**src/rtl/ex_mul_div_unit_if.sv**
```systemverilog
// Request/response channels between the EX stage and the multi-cycle multiply/divide unit.
interface ex_mul_div_unit_if #(
    parameter int DATA_WIDTH = 32
);
    logic                  req_valid;
    logic                  req_ready;
    logic                  req_is_div;
    logic                  req_signed;
    logic [DATA_WIDTH-1:0] req_src1;
    logic [DATA_WIDTH-1:0] req_src2;
    logic                  flush;
    logic                  resp_valid;
    logic                  resp_ready;
    logic [DATA_WIDTH-1:0] resp_hi;
    logic [DATA_WIDTH-1:0] resp_lo;

    modport master (
        output req_valid, req_is_div, req_signed, req_src1, req_src2, flush, resp_ready,
        input  req_ready, resp_valid, resp_hi, resp_lo
    );

    modport slave (
        input  req_valid, req_is_div, req_signed, req_src1, req_src2, flush, resp_ready,
        output req_ready, resp_valid, resp_hi, resp_lo
    );
endinterface

```
**src/rtl/ex_mul_div_unit.sv**
```systemverilog
// Multi-cycle multiply / radix-2 restoring divide unit for the EX stage.
// Define MD_DIV_EARLY_TERM_EN to finish divides with |src1| < |src2| straight after setup.
module ex_mul_div_unit #(
    parameter int DATA_WIDTH = 32,
    parameter int MUL_STAGES = 2
) (
    input logic              clock,
    input logic              reset,
    ex_mul_div_unit_if.slave bus
);
    localparam int W     = DATA_WIDTH;
    localparam int CNT_W = $clog2(DATA_WIDTH + 1);
    localparam logic [CNT_W-1:0] DIV_FIRST = CNT_W'(DATA_WIDTH - 1);

    typedef enum logic [1:0] {S_IDLE, S_MUL, S_DIV, S_DONE} state_t;

    state_t           state_q, state_d;
    logic             req_ready_q, req_ready_d;
    logic             resp_valid_q, resp_valid_d;
    logic [W-1:0]     res_hi_q, res_hi_d;
    logic [W-1:0]     res_lo_q, res_lo_d;
    logic [CNT_W-1:0] cnt_q, cnt_d;
    logic [W-1:0]     rem_q, rem_d;
    logic [W-1:0]     quo_q, quo_d;   // dividend bits shift out the top, quotient bits shift in
    logic [W-1:0]     dvs_q, dvs_d;
    logic             qneg_q, qneg_d;
    logic             rneg_q, rneg_d;

    logic             accept;
    logic             src1_neg, src2_neg;
    logic [W-1:0]     src1_mag, src2_mag;
    logic [2*W-1:0]   op1_ext, op2_ext, product;
    logic [W:0]       rem_sh;
    logic             take;
    logic [W-1:0]     rem_nxt, quo_nxt, rem_fix, quo_fix;
    logic             early_term;

    always_comb begin
        accept   = bus.req_valid && req_ready_q && !bus.flush;
        src1_neg = bus.req_signed && bus.req_src1[W-1];
        src2_neg = bus.req_signed && bus.req_src2[W-1];
        src1_mag = src1_neg ? -bus.req_src1 : bus.req_src1;
        src2_mag = src2_neg ? -bus.req_src2 : bus.req_src2;
        op1_ext  = bus.req_signed ? {{W{bus.req_src1[W-1]}}, bus.req_src1} : {{W{1'b0}}, bus.req_src1};
        op2_ext  = bus.req_signed ? {{W{bus.req_src2[W-1]}}, bus.req_src2} : {{W{1'b0}}, bus.req_src2};
        product  = op1_ext * op2_ext;

        // remainder stays below the divisor, so the difference always fits in W bits
        rem_sh  = {rem_q, quo_q[W-1]};
        take    = rem_sh >= {1'b0, dvs_q};
        rem_nxt = take ? (rem_sh[W-1:0] - dvs_q) : rem_sh[W-1:0];
        quo_nxt = {quo_q[W-2:0], take};
        rem_fix = rneg_q ? -rem_nxt : rem_nxt;
        quo_fix = (dvs_q == '0) ? '1 : (qneg_q ? -quo_nxt : quo_nxt);
`ifdef MD_DIV_EARLY_TERM_EN
        early_term = (cnt_q == DIV_FIRST) && (quo_q < dvs_q);
`else
        early_term = 1'b0;
`endif
    end

    always_comb begin
        state_d      = state_q;
        req_ready_d  = req_ready_q;
        resp_valid_d = resp_valid_q;
        res_hi_d     = res_hi_q;
        res_lo_d     = res_lo_q;
        cnt_d        = cnt_q;
        rem_d        = rem_q;
        quo_d        = quo_q;
        dvs_d        = dvs_q;
        qneg_d       = qneg_q;
        rneg_d       = rneg_q;

        case (state_q)
            S_IDLE: begin
                if (accept) begin
                    req_ready_d = 1'b0;
                    if (bus.req_is_div) begin
                        state_d = S_DIV;
                        cnt_d   = DIV_FIRST;
                        rem_d   = '0;
                        quo_d   = src1_mag;
                        dvs_d   = src2_mag;
                        qneg_d  = src1_neg ^ src2_neg;
                        rneg_d  = src1_neg;
                    end else begin
                        res_hi_d = product[2*W-1:W];
                        res_lo_d = product[W-1:0];
                        if (MUL_STAGES <= 1) begin
                            state_d      = S_DONE;
                            resp_valid_d = 1'b1;
                        end else begin
                            state_d = S_MUL;
                            cnt_d   = CNT_W'(MUL_STAGES - 2);
                        end
                    end
                end
            end
            S_MUL: begin
                if (cnt_q == '0) begin
                    state_d      = S_DONE;
                    resp_valid_d = 1'b1;
                end else begin
                    cnt_d = cnt_q - CNT_W'(1);
                end
            end
            S_DIV: begin
                if (early_term) begin
                    state_d      = S_DONE;
                    resp_valid_d = 1'b1;
                    cnt_d        = '0;
                    res_lo_d     = '0;
                    res_hi_d     = rneg_q ? -quo_q : quo_q;
                end else if (cnt_q == '0) begin
                    state_d      = S_DONE;
                    resp_valid_d = 1'b1;
                    res_lo_d     = quo_fix;
                    res_hi_d     = rem_fix;
                end else begin
                    cnt_d = cnt_q - CNT_W'(1);
                    rem_d = rem_nxt;
                    quo_d = quo_nxt;
                end
            end
            S_DONE: begin
                if (bus.resp_ready) begin
                    state_d      = S_IDLE;
                    resp_valid_d = 1'b0;
                    req_ready_d  = 1'b1;
                end
            end
            default: begin
                state_d      = S_IDLE;
                resp_valid_d = 1'b0;
                req_ready_d  = 1'b1;
            end
        endcase

        if (bus.flush) begin
            state_d      = S_IDLE;
            resp_valid_d = 1'b0;
            req_ready_d  = 1'b1;
            cnt_d        = '0;
        end
    end

    always_ff @(posedge clock) begin
        if (reset) begin
            state_q      <= S_IDLE;
            req_ready_q  <= 1'b1;
            resp_valid_q <= 1'b0;
            res_hi_q     <= '0;
            res_lo_q     <= '0;
            cnt_q        <= '0;
            rem_q        <= '0;
            quo_q        <= '0;
            dvs_q        <= '0;
            qneg_q       <= 1'b0;
            rneg_q       <= 1'b0;
        end else begin
            state_q      <= state_d;
            req_ready_q  <= req_ready_d;
            resp_valid_q <= resp_valid_d;
            res_hi_q     <= res_hi_d;
            res_lo_q     <= res_lo_d;
            cnt_q        <= cnt_d;
            rem_q        <= rem_d;
            quo_q        <= quo_d;
            dvs_q        <= dvs_d;
            qneg_q       <= qneg_d;
            rneg_q       <= rneg_d;
        end
    end

    assign bus.req_ready  = req_ready_q;
    assign bus.resp_valid = resp_valid_q;
    assign bus.resp_hi    = res_hi_q;
    assign bus.resp_lo    = res_lo_q;
endmodule

```
**src/flat_wrapper.sv**
```systemverilog
// flat-port wrapper written by rule: the top's interface ports become plain ports
module ex_mul_div_unit_flat 
#(
    parameter int DATA_WIDTH = 32,
    parameter int MUL_STAGES = 2
)
  (clock, reset, bus_req_valid, bus_req_is_div, bus_req_signed, bus_req_src1, bus_req_src2, bus_flush, bus_resp_ready, bus_req_ready, bus_resp_valid, bus_resp_hi, bus_resp_lo);
  ex_mul_div_unit_if #(.DATA_WIDTH(DATA_WIDTH)) bus_i ();
  input logic clock;
  input logic reset;
  input wire logic [$bits(bus_i.req_valid)-1:0] bus_req_valid;
  input wire logic [$bits(bus_i.req_is_div)-1:0] bus_req_is_div;
  input wire logic [$bits(bus_i.req_signed)-1:0] bus_req_signed;
  input wire logic [$bits(bus_i.req_src1)-1:0] bus_req_src1;
  input wire logic [$bits(bus_i.req_src2)-1:0] bus_req_src2;
  input wire logic [$bits(bus_i.flush)-1:0] bus_flush;
  input wire logic [$bits(bus_i.resp_ready)-1:0] bus_resp_ready;
  output wire logic [$bits(bus_i.req_ready)-1:0] bus_req_ready;
  output wire logic [$bits(bus_i.resp_valid)-1:0] bus_resp_valid;
  output wire logic [$bits(bus_i.resp_hi)-1:0] bus_resp_hi;
  output wire logic [$bits(bus_i.resp_lo)-1:0] bus_resp_lo;
  assign bus_i.req_valid = bus_req_valid;
  assign bus_i.req_is_div = bus_req_is_div;
  assign bus_i.req_signed = bus_req_signed;
  assign bus_i.req_src1 = bus_req_src1;
  assign bus_i.req_src2 = bus_req_src2;
  assign bus_i.flush = bus_flush;
  assign bus_i.resp_ready = bus_resp_ready;
  assign bus_req_ready = bus_i.req_ready;
  assign bus_resp_valid = bus_i.resp_valid;
  assign bus_resp_hi = bus_i.resp_hi;
  assign bus_resp_lo = bus_i.resp_lo;
  ex_mul_div_unit #(.DATA_WIDTH(DATA_WIDTH), .MUL_STAGES(MUL_STAGES)) u_core (.clock(clock), .reset(reset), .bus(bus_i));
endmodule
```
**config.mk**
```make
export PLATFORM = sky130hd
export DESIGN_NAME = ex_mul_div_unit_flat
export DESIGN_NICKNAME = d
export VERILOG_FILES = /design/src/rtl/ex_mul_div_unit_if.sv /design/src/rtl/ex_mul_div_unit.sv /design/src/flat_wrapper.sv
export SDC_FILE = /design/constraint.sdc
export NUM_CORES = 2
export LEC_CHECK = 0
export ABC_AREA = 1
export CORE_MARGIN = 10
export CORE_UTILIZATION = 40
export CTS_CLUSTER_DIAMETER = 120
export CTS_CLUSTER_SIZE = 12
export DETAILED_ROUTE_END_ITERATION = 6
export DONT_BUFFER_PORTS = 1
export PLACE_DENSITY = 0.51
export SETUP_SLACK_MARGIN = 0.1
export SLEW_MARGIN = 5
export SYNTH_ARGS = -nofsm -noshare
export SYNTH_HDL_FRONTEND = slang
export SYNTH_SLANG_ARGS = --single-unit
export TNS_END_PERCENT = 1
```
**constraint.sdc**
```tcl
create_clock -name clock -period 12.4 [get_ports clock]
set_input_delay 2.48 -clock clock [delete_from_list [all_inputs] [get_ports clock]]
set_output_delay 2.48 -clock clock [all_outputs]
set_load 0.02 [all_outputs]
```
### After elaboration in Yosys (flattened, before gate mapping)

Index checks and enable logic that the tools add are counted.

| operators by class | value |
|---|---|
| $add $sub $neg | 6 |
| multipliers | 1 |
| div/mod/pow operators | 0 |
| order comparisons | 1 |
| eq/ne operators | 11 |
| shift-type cells | 0 |
| muxes and demuxes | 39 |
| bitwise operators | 1 |
| reductions and logical operators | 21 |

Operators by type and width:

| operator | number |
|---|---|
| $mux W32 | 18 |
| $pmux W32 S2 | 4 |
| $mux W64 | 2 |
| $neg A32 Y32 | 4 |
| $mul A64 B64 Y64 | 1 |
| $ge A33 B32 Y1 | 1 |
| $logic_not A32 Y1 | 1 |
| $sub A32 B32 Y32 | 1 |
| $reduce_and A3 Y1 | 5 |
| $mux W6 | 2 |
| $pmux W6 S2 | 1 |
| $ne A2 B2 Y1 const B | 5 |
| $mux W2 | 4 |
| $reduce_and A4 Y1 | 2 |
| $reduce_bool A2 Y1 | 4 |
| $logic_not A6 Y1 | 1 |
| $ne A2 B1 Y1 const B | 3 |
| $pmux W2 S3 | 1 |
| $sub A6 B1 Y6 const B | 1 |
| $mux W5 | 1 |
| $eq A2 B2 Y1 const B | 2 |
| $logic_and A1 B1 Y1 | 4 |
| $mux W1 | 4 |
| $pmux W1 S2 | 2 |
| 5 further kinds | 6 |

| storage, ports and cells | value |
|---|---|
| bits in registers | 172 |
| bits in latches | 0 |
| RAM bits | 0 |
| ROM bits | 0 |
| bits of input ports | 71 |
| memories kept | 0 |

### Logic depth before layout (Yosys ltp)

| depth | value |
|---|---|
| word-level depth | 6 |
| mapped depth | 45 |
| depth with buffers taken out | 42 |

### Least setup slack after synthesis

Ideal clock, no wire load.

| timing | value |
|---|---|
| kind | in2reg |
| from | input port bus_req_src1[31] |
| to | register u_core.res_hi_q[23], in the netlist u_core.bus.resp_hi[23] |
| setup time | 70 ps |
| data arrival time | 11196 ps |
| path slack | 1135 ps |
| cell stages on the path | 36 |
| buffers on the path | 3 |
| path through | clkbuf_1 > nand2_1 > clkbuf_1 > buf_1 > nor2_1 > fa_1 > inv_1 > fa_1 > inv_1 > fa_1 > inv_1 > fa_1 > inv_1 > fa_1 > fa_1 > fa_1 > fa_1 > fa_1 > inv_1 > fa_1 > inv_1 > ha_1 > nand2_1 > nor2_1 > inv_1 > nor2_1 > inv_1 > nor3_1 > inv_1 > nor4_1 > nand2_1 > o211ai_1 > nor2_1 > o21ai_0 > inv_1 > a21oi_1 |

| on the way | value |
|---|---|
| longest elaborated chain between the ends | 5 |

Ends and longest elaborated chain:

| element | line | text |
|---|---|---|
| from (decl) | flat_wrapper.sv:14 | `input wire logic [$bits(bus_i.req_src1)-1:0] bus_req_src1;` |
| $mux W64 | ex_mul_div_unit.sv:44 | `op1_ext = bus.req_signed ? {{W{bus.req_src1[W-1]}}, bus.req_src1} : {{W{1'b0}}, bus.req_src1};` |
| $mul A64 B64 Y64 | ex_mul_div_unit.sv:46 | `product = op1_ext * op2_ext;` |
| $mux W32 | ex_mul_div_unit.sv:79 | `if (bus.req_is_div) begin` |
| $mux W32 | ex_mul_div_unit.sv:77 | `if (accept) begin` |
| $pmux W32 S2 | ex_mul_div_unit.sv:75 | `case (state_q)` |
| to (signal assigned) | ex_mul_div_unit.sv:165 | `res_hi_q <= res_hi_d;` |
| to (decl) | ex_mul_div_unit.sv:20 | `logic [W-1:0] res_hi_q, res_hi_d;` |

No other way between the ends. The select of a mux whose other input is x is not followed.
A chain may end at the register's enable or synchronous reset.

### Final worst setup path

| timing | value |
|---|---|
| from | input port bus_req_src2[31] |
| to | register u_core.res_hi_q[22], in the netlist u_core.bus.resp_hi[22] |

| on the way | value |
|---|---|
| longest elaborated chain between the ends | 5 |

Ends and longest elaborated chain:

| element | line | text |
|---|---|---|
| from (decl) | flat_wrapper.sv:15 | `input wire logic [$bits(bus_i.req_src2)-1:0] bus_req_src2;` |
| $mux W64 | ex_mul_div_unit.sv:45 | `op2_ext = bus.req_signed ? {{W{bus.req_src2[W-1]}}, bus.req_src2} : {{W{1'b0}}, bus.req_src2};` |
| $mul A64 B64 Y64 | ex_mul_div_unit.sv:46 |  |
| $mux W32 | ex_mul_div_unit.sv:79 |  |
| $mux W32 | ex_mul_div_unit.sv:77 |  |
| $pmux W32 S2 | ex_mul_div_unit.sv:75 |  |

No other way between the ends. The select of a mux whose other input is x is not followed.

==> summary by stage <==
CTS
The TritonCTS clock tree is yes. Clock-pin slew was measured on the worst setup and hold paths at about 0.08 ns. Clock latency on the worst-skew pair, taken at its later pin, is approximately 0.48 ns. Clock tree synthesis inserted a total of 17 buffers. Post-CTS timing repair inserted 0 buffers for setup. The H-tree level count is 4. The maximum number of buffers from clock root to sink is 2. The clock net sink count is 172. The cell chosen for the clock root is sky130_fd_sc_hd__clkbuf_16.

Timing
The highest attainable clock frequency is between 80 and 90 MHz. The transition time of the tightest slew-check pin is ~1.1 ns. The aggregate negative setup slack is 0 ns. The final critical path takes up about 94% of the cycle. After layout, the minimum clock period comes to 11.70 ns. Setup repair after global routing left no endpoint under its margin. The hold violation count in the final report came to 0.

The headroom to the max-slew limit is 23.8%. The number of pins with negative max-slew slack in the final report is 0. The clock tree skew after final layout is 0.0154 ns. Setup violations remaining at the end of the flow were counted as 0.

Global routing
For this run the aggregate overflow at the end of global routing stands at 0. The most utilized layer in the global route result is met2. The number of antenna violations at the first check in global routing is 14. The largest net degree at the start of global routing is 81. The combined global-route utilization of all metal layers is 27.0%. The met2 demand-to-capacity share in global routing is between 40% and 50%. Global routing used approximately 3.4% of the available met3 tracks.

The wire length of the first global-routing pass is around 350000 microns. The number of global-route vias before repair is between 50k and 60k. For met1 alone, demand over resource in global routing was a little over a third.

Route
In the final routed layout, each cell accounts on average for roughly 23 microns. The number of nets with antenna violations after detailed routing is 0. Summing over every cut layer, the via total after detailed routing is around 51k. The first detailed-routing pass took 7 iterations. The detail-routed via count per cell is just over 5.

The total wire length after detailed routing is 233000 microns. For this block, the initial DRC count from the detailed router was around 4.6k. The number of remaining DRC errors is 0.

Yosys
The number of enable-type register cells in the synthesized netlist is 0. After technology mapping, the gate count stands at ~8.3k. The post-synthesis register bit count is around 170. The synthesized area is between 0.06 and 0.07 sq mm. The netlist uses 57 different library cells. The cell accounting for the most synthesized area is sky130_fd_sc_hd__fa_1. During synthesis, Yosys emitted a total of 0 warnings. The most used flip-flop cell after synthesis is sky130_fd_sc_hd__dfxtp_1. The async set-or-reset flop fraction in the synthesized netlist is 0%. Summing the sequential cell areas from Yosys gives about 5.5% of the chip area. After synthesis, the mean cell area works out to between 7 and 8 sq um. After synthesis, the cell types taking the most area are sky130_fd_sc_hd__fa_1 45%, sky130_fd_sc_hd__inv_1 15%, sky130_fd_sc_hd__nand2_1 11%, sky130_fd_sc_hd__ha_1 7.0%, sky130_fd_sc_hd__dfxtp_1 5.5%. The top cell type by area accounts for between 40 and 50% of the synthesized area.

The number of nets handed over by synthesis was between 10k and 15k.

Placed design
The number of port buffers is 0. After legalization and detailed placement, the total HPWL measured approximately 190000 microns. The post-detailed-placement cell area is between 0.06 and 0.07 sq mm.

At the end of routability-driven placement, the weighted congestion stood at around 0.97.

Job
Across the run, the number of max-cap violations was 0.

Min path
In this run the worst hold path is classified as register to register. The startpoint identified for the worst hold timing path is u_core.quo_q[30].

Floorplan
The core outline area is 0.156 sq mm. The floorplan step defined a die boundary enclosing roughly 0.17 sq mm. The starting density of the core is roughly two fifths. The placement row count is about 150. The I/O pin total is 137. The floorplan step set the die height to 416 microns.

In this run the horizontal extent of the chip is 416 microns.

Setup path
The slowest stage of the critical path is the sky130_fd_sc_hd__fa_1 cell. The cell with the most instances on the worst path is sky130_fd_sc_hd__fa_1. At the worst endpoint, the required time is roughly 13 ns.

On the worst path, the slowest cell contributes a delay of about 0.60 ns. STA puts the critical path data arrival time at 12.06 ns. Of all nets on the critical path, the largest fanout is 35.

The critical path starts at bus_req_src2[31]. The critical path in this run is classified as input pin to register. In this run the critical register-to-register path is launched from u_core.dvs_q[3]. The startpoint type of the worst setup path is an input pin. The type of element capturing the critical path is a register.

Final layout
Compared with the post-synthesis result, the final layout area differs by 3.46%. Summing all non-filler instances in the final layout gives an area of around 0.065 sq mm. The sequential cells in the finished layout cover a total of 0.00344 sq mm. The number of fill cells in the layout is roughly 16k. The net total in the final layout is 9806. The most frequent standard cell in the layout excluding fill and tap cells is sky130_fd_sc_hd__inv_1. The footprint of the multi-input gates is between 0.04 and 0.05 sq mm. The proportion of layout cells with a drive suffix above 1 is under 10%. The top cell types in the final layout, fill and taps aside, are 2540 x sky130_fd_sc_hd__inv_1, 1795 x sky130_fd_sc_hd__nand2_1, 1420 x sky130_fd_sc_hd__fa_1.

Outcome
The flow ran to the end, and the final reports show no timing, DRC or antenna violations.
## what timing repair did
action | CTS | global route
endpoints found under the setup margin | 0 | 2
gates resized for setup | 0 | 2
hold buffers | 0 | 0
## routing by layer
metal | wire length [microns] | share of wire (%)
met4 | 8300 | 3.6
met1 | 98100 | 42
met5 | 27 | 0.012
met3 | 14200 | 6.1
met2 | 112000 | 48
## layout make-up
cell class | instances | area share [%]
antenna | 4 | 0.0154
clock buffer | 18 | 0.676
clock inverter | 14 | 0.316
inverter | 2551 | 14.7
multi-input combinational | 5176 | 74.4
sequential | 172 | 5.30
tap | 2058 | 3.96
timing repair buffer | 48 | 0.574
## cells in the mapped netlist (7+ instances only)
master and number:
sky130_fd_sc_hd__inv_1 2543, sky130_fd_sc_hd__nand2_1 1797, sky130_fd_sc_hd__fa_1 1420, sky130_fd_sc_hd__nor2_1 377, sky130_fd_sc_hd__ha_1 349, sky130_fd_sc_hd__a21oi_1 301
sky130_fd_sc_hd__o21ai_0 246, sky130_fd_sc_hd__clkbuf_1 244, sky130_fd_sc_hd__dfxtp_1 172, sky130_fd_sc_hd__nand3_1 169, sky130_fd_sc_hd__buf_1 105, sky130_fd_sc_hd__xor2_1 76
sky130_fd_sc_hd__a31oi_1 49, sky130_fd_sc_hd__nor3_1 45, sky130_fd_sc_hd__xnor2_1 42, sky130_fd_sc_hd__nand4_1 38, sky130_fd_sc_hd__nand2_2 36, sky130_fd_sc_hd__nand3b_1 31
sky130_fd_sc_hd__nor4_1 24, sky130_fd_sc_hd__o221ai_1 23, sky130_fd_sc_hd__or2_2 22, sky130_fd_sc_hd__o211ai_1 14, sky130_fd_sc_hd__nor2_2 13, sky130_fd_sc_hd__o21bai_1 10
sky130_fd_sc_hd__o21ai_1 9, sky130_fd_sc_hd__o31ai_1 8, sky130_fd_sc_hd__a211oi_1 7, sky130_fd_sc_hd__a221oi_1 7, sky130_fd_sc_hd__o21a_1 7
## sequential cells by signal, indices dropped and copies added (netlist names)
signal and cells:
u_core.rem_q 32, u_core.bus.resp_hi 32, u_core.rneg_q 1, u_core.qneg_q 1, u_core.state_q 2, u_core.cnt_q 6, u_core.bus.resp_valid 1, u_core.bus.resp_lo 32
u_core.bus.req_ready 1, u_core.quo_q 32, u_core.dvs_q 32
## worst paths after layout
kind,to,slack (ns),depth (start not counted)
worst max-delay path,u_core.bus.resp_hi[22],0.70,35
worst min-delay path,u_core.quo_q[30],0.49,2
worst max register to register,u_core.bus.resp_lo[16],7.14,25
worst min register to register,u_core.quo_q[30],0.49,2
## kinds of logic (layout without fill, tap and decap cells)
kind of cell | Yosys count | after routing | share of synthesized area [%]
AOI/OAI and AO/OA | 713 | 713 | 6.34
and+or+nand+nor | 2576 | 2576 | 16.7
DFF | 172 | 172 | 5.48
other | 0 | 4 | 0
adders and majority gates | 1769 | 1769 | 52.2
xor gates and xnor gates | 118 | 118 | 1.65
buffers and inverters | 2916 | 2631 | 17.6
## stage by stage
| stage | worst slack [ns] | instances | utilization (%) | hold WS [ns] |
|---|---|---|---|---|
| 6_report | 0.703 | 10041 | 41.6 | 0.487 |
| 5_1_grt | 0.174 | 10037 | 41.6 | 0.503 |
| 4_1_cts | 0.317 | 10037 | 41.6 | 0.484 |
| 3_5_place_dp | -0.170 | 10005 | 41.2 | 0.471 |
| 3_3_place_gp | -0.204 | 10005 | 41.2 | 0.470 |
| 2_1_floorplan | 1.13 | 8264 | - | 0.454 |
## critical path: cells and delay by family
kind | cells | cell delay, ns
compound gates | 6 | 1.44
fa+ha+maj | 11 | 5.12
buf+inv | 9 | 1.08
simple gates | 9 | 1.84
Power is not shown: default switching activity piles up to over one toggle a cycle in this logic, so the estimate is an artifact.
